===== src/rtl/dac_bias_restorer.sv =====
// DAC-side bias restorer: rounds signed samples, adds a soft-ramped mid-scale bias, clamps to DAC codes.
// Define DAC_BIAS_DITHER_EN to replace the round-half-up constant with LFSR dither.
module dac_bias_restorer #(
  parameter int unsigned OUTPUT_DW       = 12,
  parameter int unsigned INPUT_FRAC_BITS = 4,
  parameter int unsigned RAMP_STEP       = 256
) (
  input  logic                                     clk,
  input  logic                                     rst_n,
  input  logic signed [OUTPUT_DW+INPUT_FRAC_BITS:0] data_i,
  input  logic                                     valid_i,
  input  logic                                     en_i,
  output logic        [OUTPUT_DW-1:0]              data_o,
  output logic                                     valid_o,
  output logic                                     active_o,
  output logic                                     sat_o
);

  localparam int unsigned InW     = OUTPUT_DW + INPUT_FRAC_BITS + 1;
  localparam int unsigned SumW    = InW + 1;
  localparam int unsigned BiasW   = OUTPUT_DW;
  localparam int unsigned HalfInt = 2 ** (INPUT_FRAC_BITS - 1);

  localparam logic [BiasW-1:0]       Mid       = BiasW'(2 ** (OUTPUT_DW - 1));
  localparam logic [BiasW-1:0]       RampStepW = BiasW'(RAMP_STEP);
  localparam logic signed [SumW:0]   MaxCode   = (SumW + 1)'((2 ** OUTPUT_DW) - 1);

  typedef enum logic [1:0] {StOff, StRampUp, StRun, StRampDown} state_e;

  state_e                   state_q, state_d;
  logic [BiasW-1:0]         bias_q;
  logic [BiasW-1:0]         bias_nxt;
  logic [BiasW-1:0]         bias_up;
  logic [BiasW-1:0]         bias_down;
  logic [31:0]              up_wide;

  logic [INPUT_FRAC_BITS-1:0] round_k;
  logic signed [SumW-1:0]     pre_round;
  logic signed [SumW-1:0]     rounded;

  logic                     s1_valid_q;
  logic [BiasW-1:0]         s1_bias_q;
  logic signed [SumW-1:0]   s1_r_q;

  logic signed [SumW:0]     s2_sum;
  logic [OUTPUT_DW-1:0]     s2_code;
  logic                     s2_sat;

`ifdef DAC_BIAS_DITHER_EN
  logic [15:0] lfsr_q;
  logic        lfsr_fb;

  // Fibonacci taps 16,14,13,11; advances once per accepted sample
  assign lfsr_fb = lfsr_q[15] ^ lfsr_q[13] ^ lfsr_q[12] ^ lfsr_q[10];
  assign round_k = lfsr_q[INPUT_FRAC_BITS-1:0];

  always_ff @(posedge clk) begin
    if (!rst_n) begin
      lfsr_q <= 16'hACE1;
    end else if (valid_i) begin
      lfsr_q <= {lfsr_q[14:0], lfsr_fb};
    end
  end
`else
  assign round_k = HalfInt[INPUT_FRAC_BITS-1:0];
`endif

  // Sign-extend one bit so the rounding add can never wrap
  assign pre_round = {data_i[InW-1], data_i} + {{(SumW - INPUT_FRAC_BITS){1'b0}}, round_k};
  assign rounded   = pre_round >>> INPUT_FRAC_BITS;

  always_comb begin
    up_wide = {{(32 - BiasW){1'b0}}, bias_q} + 32'(RAMP_STEP);
    if (up_wide >= {{(32 - BiasW){1'b0}}, Mid}) begin
      bias_up = Mid;
    end else begin
      bias_up = up_wide[BiasW-1:0];
    end

    if ({{(32 - BiasW){1'b0}}, bias_q} <= 32'(RAMP_STEP)) begin
      bias_down = '0;
    end else begin
      bias_down = bias_q - RampStepW;
    end

    bias_nxt = bias_q;
    unique case (state_q)
      StOff:      bias_nxt = '0;
      StRampUp:   bias_nxt = bias_up;
      StRun:      bias_nxt = Mid;
      StRampDown: bias_nxt = bias_down;
      default:    bias_nxt = '0;
    endcase
  end

  // Enable level wins over a ramp reaching its end on the same cycle
  always_comb begin
    state_d = state_q;
    unique case (state_q)
      StOff: begin
        if (en_i) state_d = StRampUp;
      end
      StRampUp: begin
        if (!en_i) begin
          state_d = StRampDown;
        end else if (valid_i && (bias_nxt == Mid)) begin
          state_d = StRun;
        end
      end
      StRun: begin
        if (!en_i) state_d = StRampDown;
      end
      StRampDown: begin
        if (en_i) begin
          state_d = StRampUp;
        end else if (valid_i && (bias_nxt == '0)) begin
          state_d = StOff;
        end
      end
      default: state_d = StOff;
    endcase
  end

  always_comb begin
    s2_sum = $signed({{(SumW + 1 - BiasW){1'b0}}, s1_bias_q}) + $signed({s1_r_q[SumW-1], s1_r_q});
    if (s2_sum[SumW]) begin
      s2_code = '0;
      s2_sat  = 1'b1;
    end else if (s2_sum > MaxCode) begin
      s2_code = '1;
      s2_sat  = 1'b1;
    end else begin
      s2_code = s2_sum[OUTPUT_DW-1:0];
      s2_sat  = 1'b0;
    end
  end

  always_ff @(posedge clk) begin
    if (!rst_n) begin
      state_q    <= StOff;
      bias_q     <= '0;
      active_o   <= 1'b0;
      s1_valid_q <= 1'b0;
      s1_bias_q  <= '0;
      s1_r_q     <= '0;
      valid_o    <= 1'b0;
      data_o     <= '0;
      sat_o      <= 1'b0;
    end else begin
      state_q    <= state_d;
      active_o   <= (state_d == StRun);
      s1_valid_q <= valid_i;
      valid_o    <= s1_valid_q;
      if (valid_i) begin
        bias_q    <= bias_nxt;
        s1_bias_q <= bias_nxt;
        // Muting follows the state the sample was accepted in, not the one it causes
        s1_r_q    <= (state_q == StRun) ? rounded : '0;
      end
      if (s1_valid_q) begin
        data_o <= s2_code;
        sat_o  <= s2_sat;
      end
    end
  end

endmodule


===== config.mk =====
export PLATFORM = sky130hd
export DESIGN_NAME = dac_bias_restorer
export DESIGN_NICKNAME = d
export VERILOG_FILES = /design/src/rtl/dac_bias_restorer.sv
export SDC_FILE = /design/constraint.sdc
export NUM_CORES = 1
export LEC_CHECK = 0
export CAP_MARGIN = 20
export CORE_ASPECT_RATIO = 0.6
export CORE_UTILIZATION = 50
export CTS_BUF_LIST = sky130_fd_sc_hd__clkbuf_8 sky130_fd_sc_hd__clkbuf_16
export CTS_CLUSTER_DIAMETER = 100
export CTS_CLUSTER_SIZE = 10
export DETAILED_ROUTE_END_ITERATION = 16
export GPL_ROUTABILITY_DRIVEN = 0
export PLACE_DENSITY = 0.73
export SKIP_LAST_GASP = 1
export SLEW_MARGIN = 20
export SYNTH_ARGS = -nofsm -noshare
export SYNTH_HDL_FRONTEND = slang
export SYNTH_SLANG_ARGS = --single-unit
export TNS_END_PERCENT = 100

===== constraint.sdc =====
create_clock -name clk -period 3.08 [get_ports clk]
set_input_delay 0.462 -clock clk [delete_from_list [all_inputs] [get_ports clk]]
set_output_delay 0.462 -clock clk [all_outputs]
set_load 0.02 [all_outputs]

* Word level (Yosys, flattened, before mapping)
Index checks and enable logic that the tools add are counted.
Operators by class: add/sub/neg operators 4, multipliers 0, divide/modulo/power cells 0, order comparisons 3, equal/unequal tests 5, shift operators 0, muxes and demuxes 15, bitwise logic cells 0, reductions and logical operators 4
Operator list (number):
- $mux W12 | 4
- $pmux W12 S4 | 1
- $add A13 B18 Y19 | 1
- $gt A19 B13 Y1 const B | 1
- $add A17 B5 Y18 const B | 1
- $mux W18 | 1
- $add A12 B9 Y13 const B | 1
- $ge A13 B12 Y1 const B | 1
- $eq A12 B12 Y1 const B | 1
- $le A12 B9 Y1 const B | 1
- $logic_not A12 Y1 | 1
- $mux W2 | 6
- $sub A12 B9 Y12 const B | 1
- $pmux W2 S4 | 1
- $eq A2 B2 Y1 const B | 3
- $eq A2 B1 Y1 const B | 1
- $logic_and A1 B1 Y1 | 2
- $logic_not A2 Y1 | 1
- $mux W1 | 2
Storage, ports and cells: register bits 48, bits in latches 0, RAM bits 0, ROM bits 0, input bits 21, output and inout bits 15, word-level logic and storage cells 39, memories 0

* Longest topological paths before layout
depth in word-level cells 10, mapped depth 10, mapped depth without buffers 9

* Worst setup path after synthesis
No wires, ideal clock.
path kind register to register, start register s1_bias_q[0], end register data_o[10], library setup time 0.134 ns, arrival 2.308 ns, required time 2.946 ns, setup slack 0.638 ns, cell stages (with the launch flop) 11, path buffers 1, period minus slack after synthesis 2.442 ns, cells stage by stage dfxtp_1 -> ha_1 -> fa_1 -> a21o_1 -> a31oi_1 -> o21ai_1 -> a221o_1 -> a22o_1 -> buf_2 -> o21ai_0 -> a21oi_1
Between the ends: cells in the longest elaborated chain, start to end 4
RTL lines:
- start: declaration | RTL line 42 | logic [BiasW-1:0] s1_bias_q;
- start signal: assignment | RTL line 156 | s1_bias_q <= bias_nxt;
- $add A13 B18 Y19 * | RTL line 125 | s2_sum = $signed({{(SumW + 1 - BiasW){1'b0}}, s1_bias_q}) + $signed({s1_r_q[SumW-1], s1_r_q});
- $gt A19 B13 Y1 | RTL line 129 | end else if (s2_sum > MaxCode) begin
- $mux W12 | RTL line 129
- $mux W12 * | RTL line 126 | if (s2_sum[SumW]) begin
- end signal: assignment | RTL line 161 | data_o <= s2_code;
- end: declaration | RTL line 13 | output logic [OUTPUT_DW-1:0] data_o,
Every way passes the cells marked *; elsewhere a longest branch is shown, timed or not. A chain may end at the register's enable or synchronous reset.

* Worst setup path in the final report
start register s1_bias_q[0], end register data_o[5]
The elaborated chain is that of the path after synthesis.

==> results.py <==
metrics = {
    "floorplan": {
        "core.rowCount": 20,
        "die_h_microns": 59.1,
        "start_util": 0.527,
        "die-area_sq_um": 5740,
        "core_sq_um": 5150,
        "die_w_microns": 97.2,
        "ioPinCount": 36,
    },
    "sta": {
        "fin_skew_ps": 5.56,
        "finalMaxSlewViolations": 0,
        "setup_viol": 0,
        "finalWorstSetupSlack_ps": 313,
        "timing.final.crit_period_ps": 2770,
        "final_hold_viol_count": 0,
        "max-slew-margin-rel": 0.522,
        "holdWs_ps": 491,
        "clock.fmax_ghz": 0.361,
        "fin_tns_setup_ps": 0,
        "tightest_slew_ps": 711,
        "fin_crit_sh": 0.898,
        "rsz0062_at_grt": "false",
    },
    "clocking": {
        "clock_sinks": 44,
        "ctsResizeCount": 0,
        "htree_levels": 2,
        "cts_buffers": 5,
        "cts_setup_buffers": 0,
        "clock_path_buffers": 2,
        "clk_latency_ps": 300,
        "hold_buffers": 0,
        "clk_pin_slew_ps": 80,
        "cts-root-buf": "clkbuf_8",
        "cts_tree": "built",
    },
    "cells_and_area": {
        "multi_input_area_sq_um": 1750,
        "layout_common_cells": "44 x dfxtp_1, 32 x clkdlybuf4s50_1, 30 x a21oi_1",
        "final_nets": 388,
        "layout_commonest_cell": "dfxtp_1",
        "antenna_cells": 0,
        "seq_area_sq_um": 881,
        "final_layout_size_suffix_gt1_frac": 0.0686,
        "syn2layout_area_growth_pct": 17.4,
        "nFillCells": 471,
    },
    "flow_run": {
        "drv_cap": 0,
    },
    "place": {
        "hpwl_mm": 4.48,
        "port_buffers": 32,
        "dp_slack_ps": 350,
    },
    "run_status": {
        "status": "finished clean",
    },
    "pwr": {
        "power_frac_seq": 0.523,
        "swShare": 0.253,
        "p_int_uw": 857,
        "powerDensity_nw_per_um2": 360,
        "combPwrFrac": 0.138,
        "power.switching_uw": 291,
        "peakVddDrop_mv": 0.178,
        "cellLeakagePower_nw": 1.27,
        "p_clk_frac": 0.339,
    },
    "route": {
        "postRouteAntennaNets": 0,
        "drt_pass1_iterations": 4,
        "drt-initial-drc-count": 86,
        "vias_per_cell": 5.59,
        "vias": 2325,
        "wl_per_cell_microns": 14.1,
        "drc_errors": 0,
        "finalWirelength_mm": 5.87,
    },
    "synth": {
        "netlist_instances": 320,
        "ys_seq_elements": 44,
        "synth_top_area_cell": "dfxtp_1",
        "synth-main-ff-cell": "dfxtp_1",
        "ys_types": 57,
        "synth_edf_count": 0,
        "avgSynthCellArea_sq_um": 8.49,
        "synth_top_cell_area_share": 0.324,
        "ys_warn_count": 0,
        "synthTopCellsByArea": "dfxtp_1 32%, ha_1 7.4%, nor2b_1 5.8%, a21oi_1 5.5%, xnor2_1 4.2%",
        "async_flop_share": 0,
        "synth_nets": 358,
        "synth_area_sq_um": 2720,
        "ys_seq_area_frac": 0.324,
    },
    "worst_setup_path": {
        "endpoint_kind": "flip-flop",
        "ff2ff_setup_slack_ps": 310,
        "crit_type": "reg2reg",
        "arrival_ps": 2920,
        "critPathLaunchType": "flip-flop",
        "cp.required_ps": 3240,
        "crit_fanout": 13,
    },
    "worst_hold_path": {
        "min_path_type": "reg2reg",
    },
    "grt": {
        "grt_pass1_wl_mm": 9.69,
        "grt_max_degree": 38,
        "track_usage": 0.213,
        "antenna_found_initial": 0,
        "grt_pass1_vias": 2107,
        "globalRouteOverflowTotal": 0,
    },
}
## worst max-delay path: stages (launching register included)
cell and delay [ps]:
dfxtp_1 330, ha_1 250, fa_1 420, a21o_1 230, a31oi_1 220, o21ai_1 140
a221o_1 380, a22o_1 360, o21ai_0 220, a31oi_1 60
## routing by layer
metal | up-vias | global-route usage | wire [microns]
met4 | 0 | 0.0640 | 51
met5 | - | 0 | 0
met2 | 52 | 0.327 | 2400
met3 | 5 | 0.0354 | 218
met1 | 1072 | 0.309 | 3200
li1 | 1196 | - | -
## synth_stat cells, types with 3 or more instances
master / number
a21o_1: 4
a21oi_1: 30
a31oi_1: 8
and2_1: 15
buf_2: 3
clkbuf_1: 8
dfxtp_1: 44
ha_1: 16
inv_1: 10
nand2_1: 14
nand2b_1: 5
nand3_1: 10
nor2_1: 28
nor2b_1: 25
nor3_1: 5
nor4_1: 3
o211ai_1: 4
o21ai_0: 11
o21ai_1: 8
o2bb2ai_1: 3
xnor2_1: 13
xor2_1: 11
## logic make-up after synthesis
family / share of synthesized area
AOI/OAI and AO/OA: 0.236
xor gates and xnor gates: 0.0774
adders and majority gates: 0.0811
buffers and inverters: 0.0318
DFF: 0.324
muxes: 0.00369
and+or+nand+nor: 0.246
## flip-flops by register name (all words and copies together) (netlist names)
signal,count
s1_r_q,14
data_o,12
s1_bias_q,12
state_q,2
active_o,1
s1_valid_q,1
sat_o,1
valid_o,1
## final cells by class
class / count / area share
multi-input cells: 254 / 0.548
well taps: 66 / 0.0259
clock buffers: 7 / 0.0302
inverters: 10 / 0.0118
repair buffers: 35 / 0.107
flip-flops and latches: 44 / 0.276
## power by group through the flow
stage	Combinational (mW)	Sequential [mW]	Clock (mW)
finish	0.158	0.600	0.389
global placement	0.155	0.613	0
detailed placement	0.157	0.613	0
CTS	0.158	0.600	0.398
global route	0.175	0.603	0.416
floorplan	0.103	0.608	0
## through the flow
step | instance area, sq um | utilization | cells | power (mW)
after detailed placement | 3090 | 0.600 | 409 | 0.771
after floorplan | 2720 | - | 320 | 0.711
final | 3190 | 0.619 | 416 | 1.15
after CTS | 3190 | 0.619 | 416 | 1.16
after global routing | 3190 | 0.619 | 416 | 1.19
after global placement | 3090 | 0.600 | 409 | 0.768
## path summary, 6_finish.rpt
path	from	endpoint	cells after the start
worst max-delay path	s1_bias_q[0]$_SDFFE_PN0P_	data_o[5]$_SDFFE_PN0P_	9
worst min-delay path	data_o[11]$_SDFFE_PN0P_	data_o[11]$_SDFFE_PN0P_	2
worst min register to register	data_o[11]$_SDFFE_PN0P_	data_o[11]$_SDFFE_PN0P_	2
worst max register to register	s1_bias_q[0]$_SDFFE_PN0P_	data_o[5]$_SDFFE_PN0P_	9
Note: power is estimated with default switching activity, not from simulation.
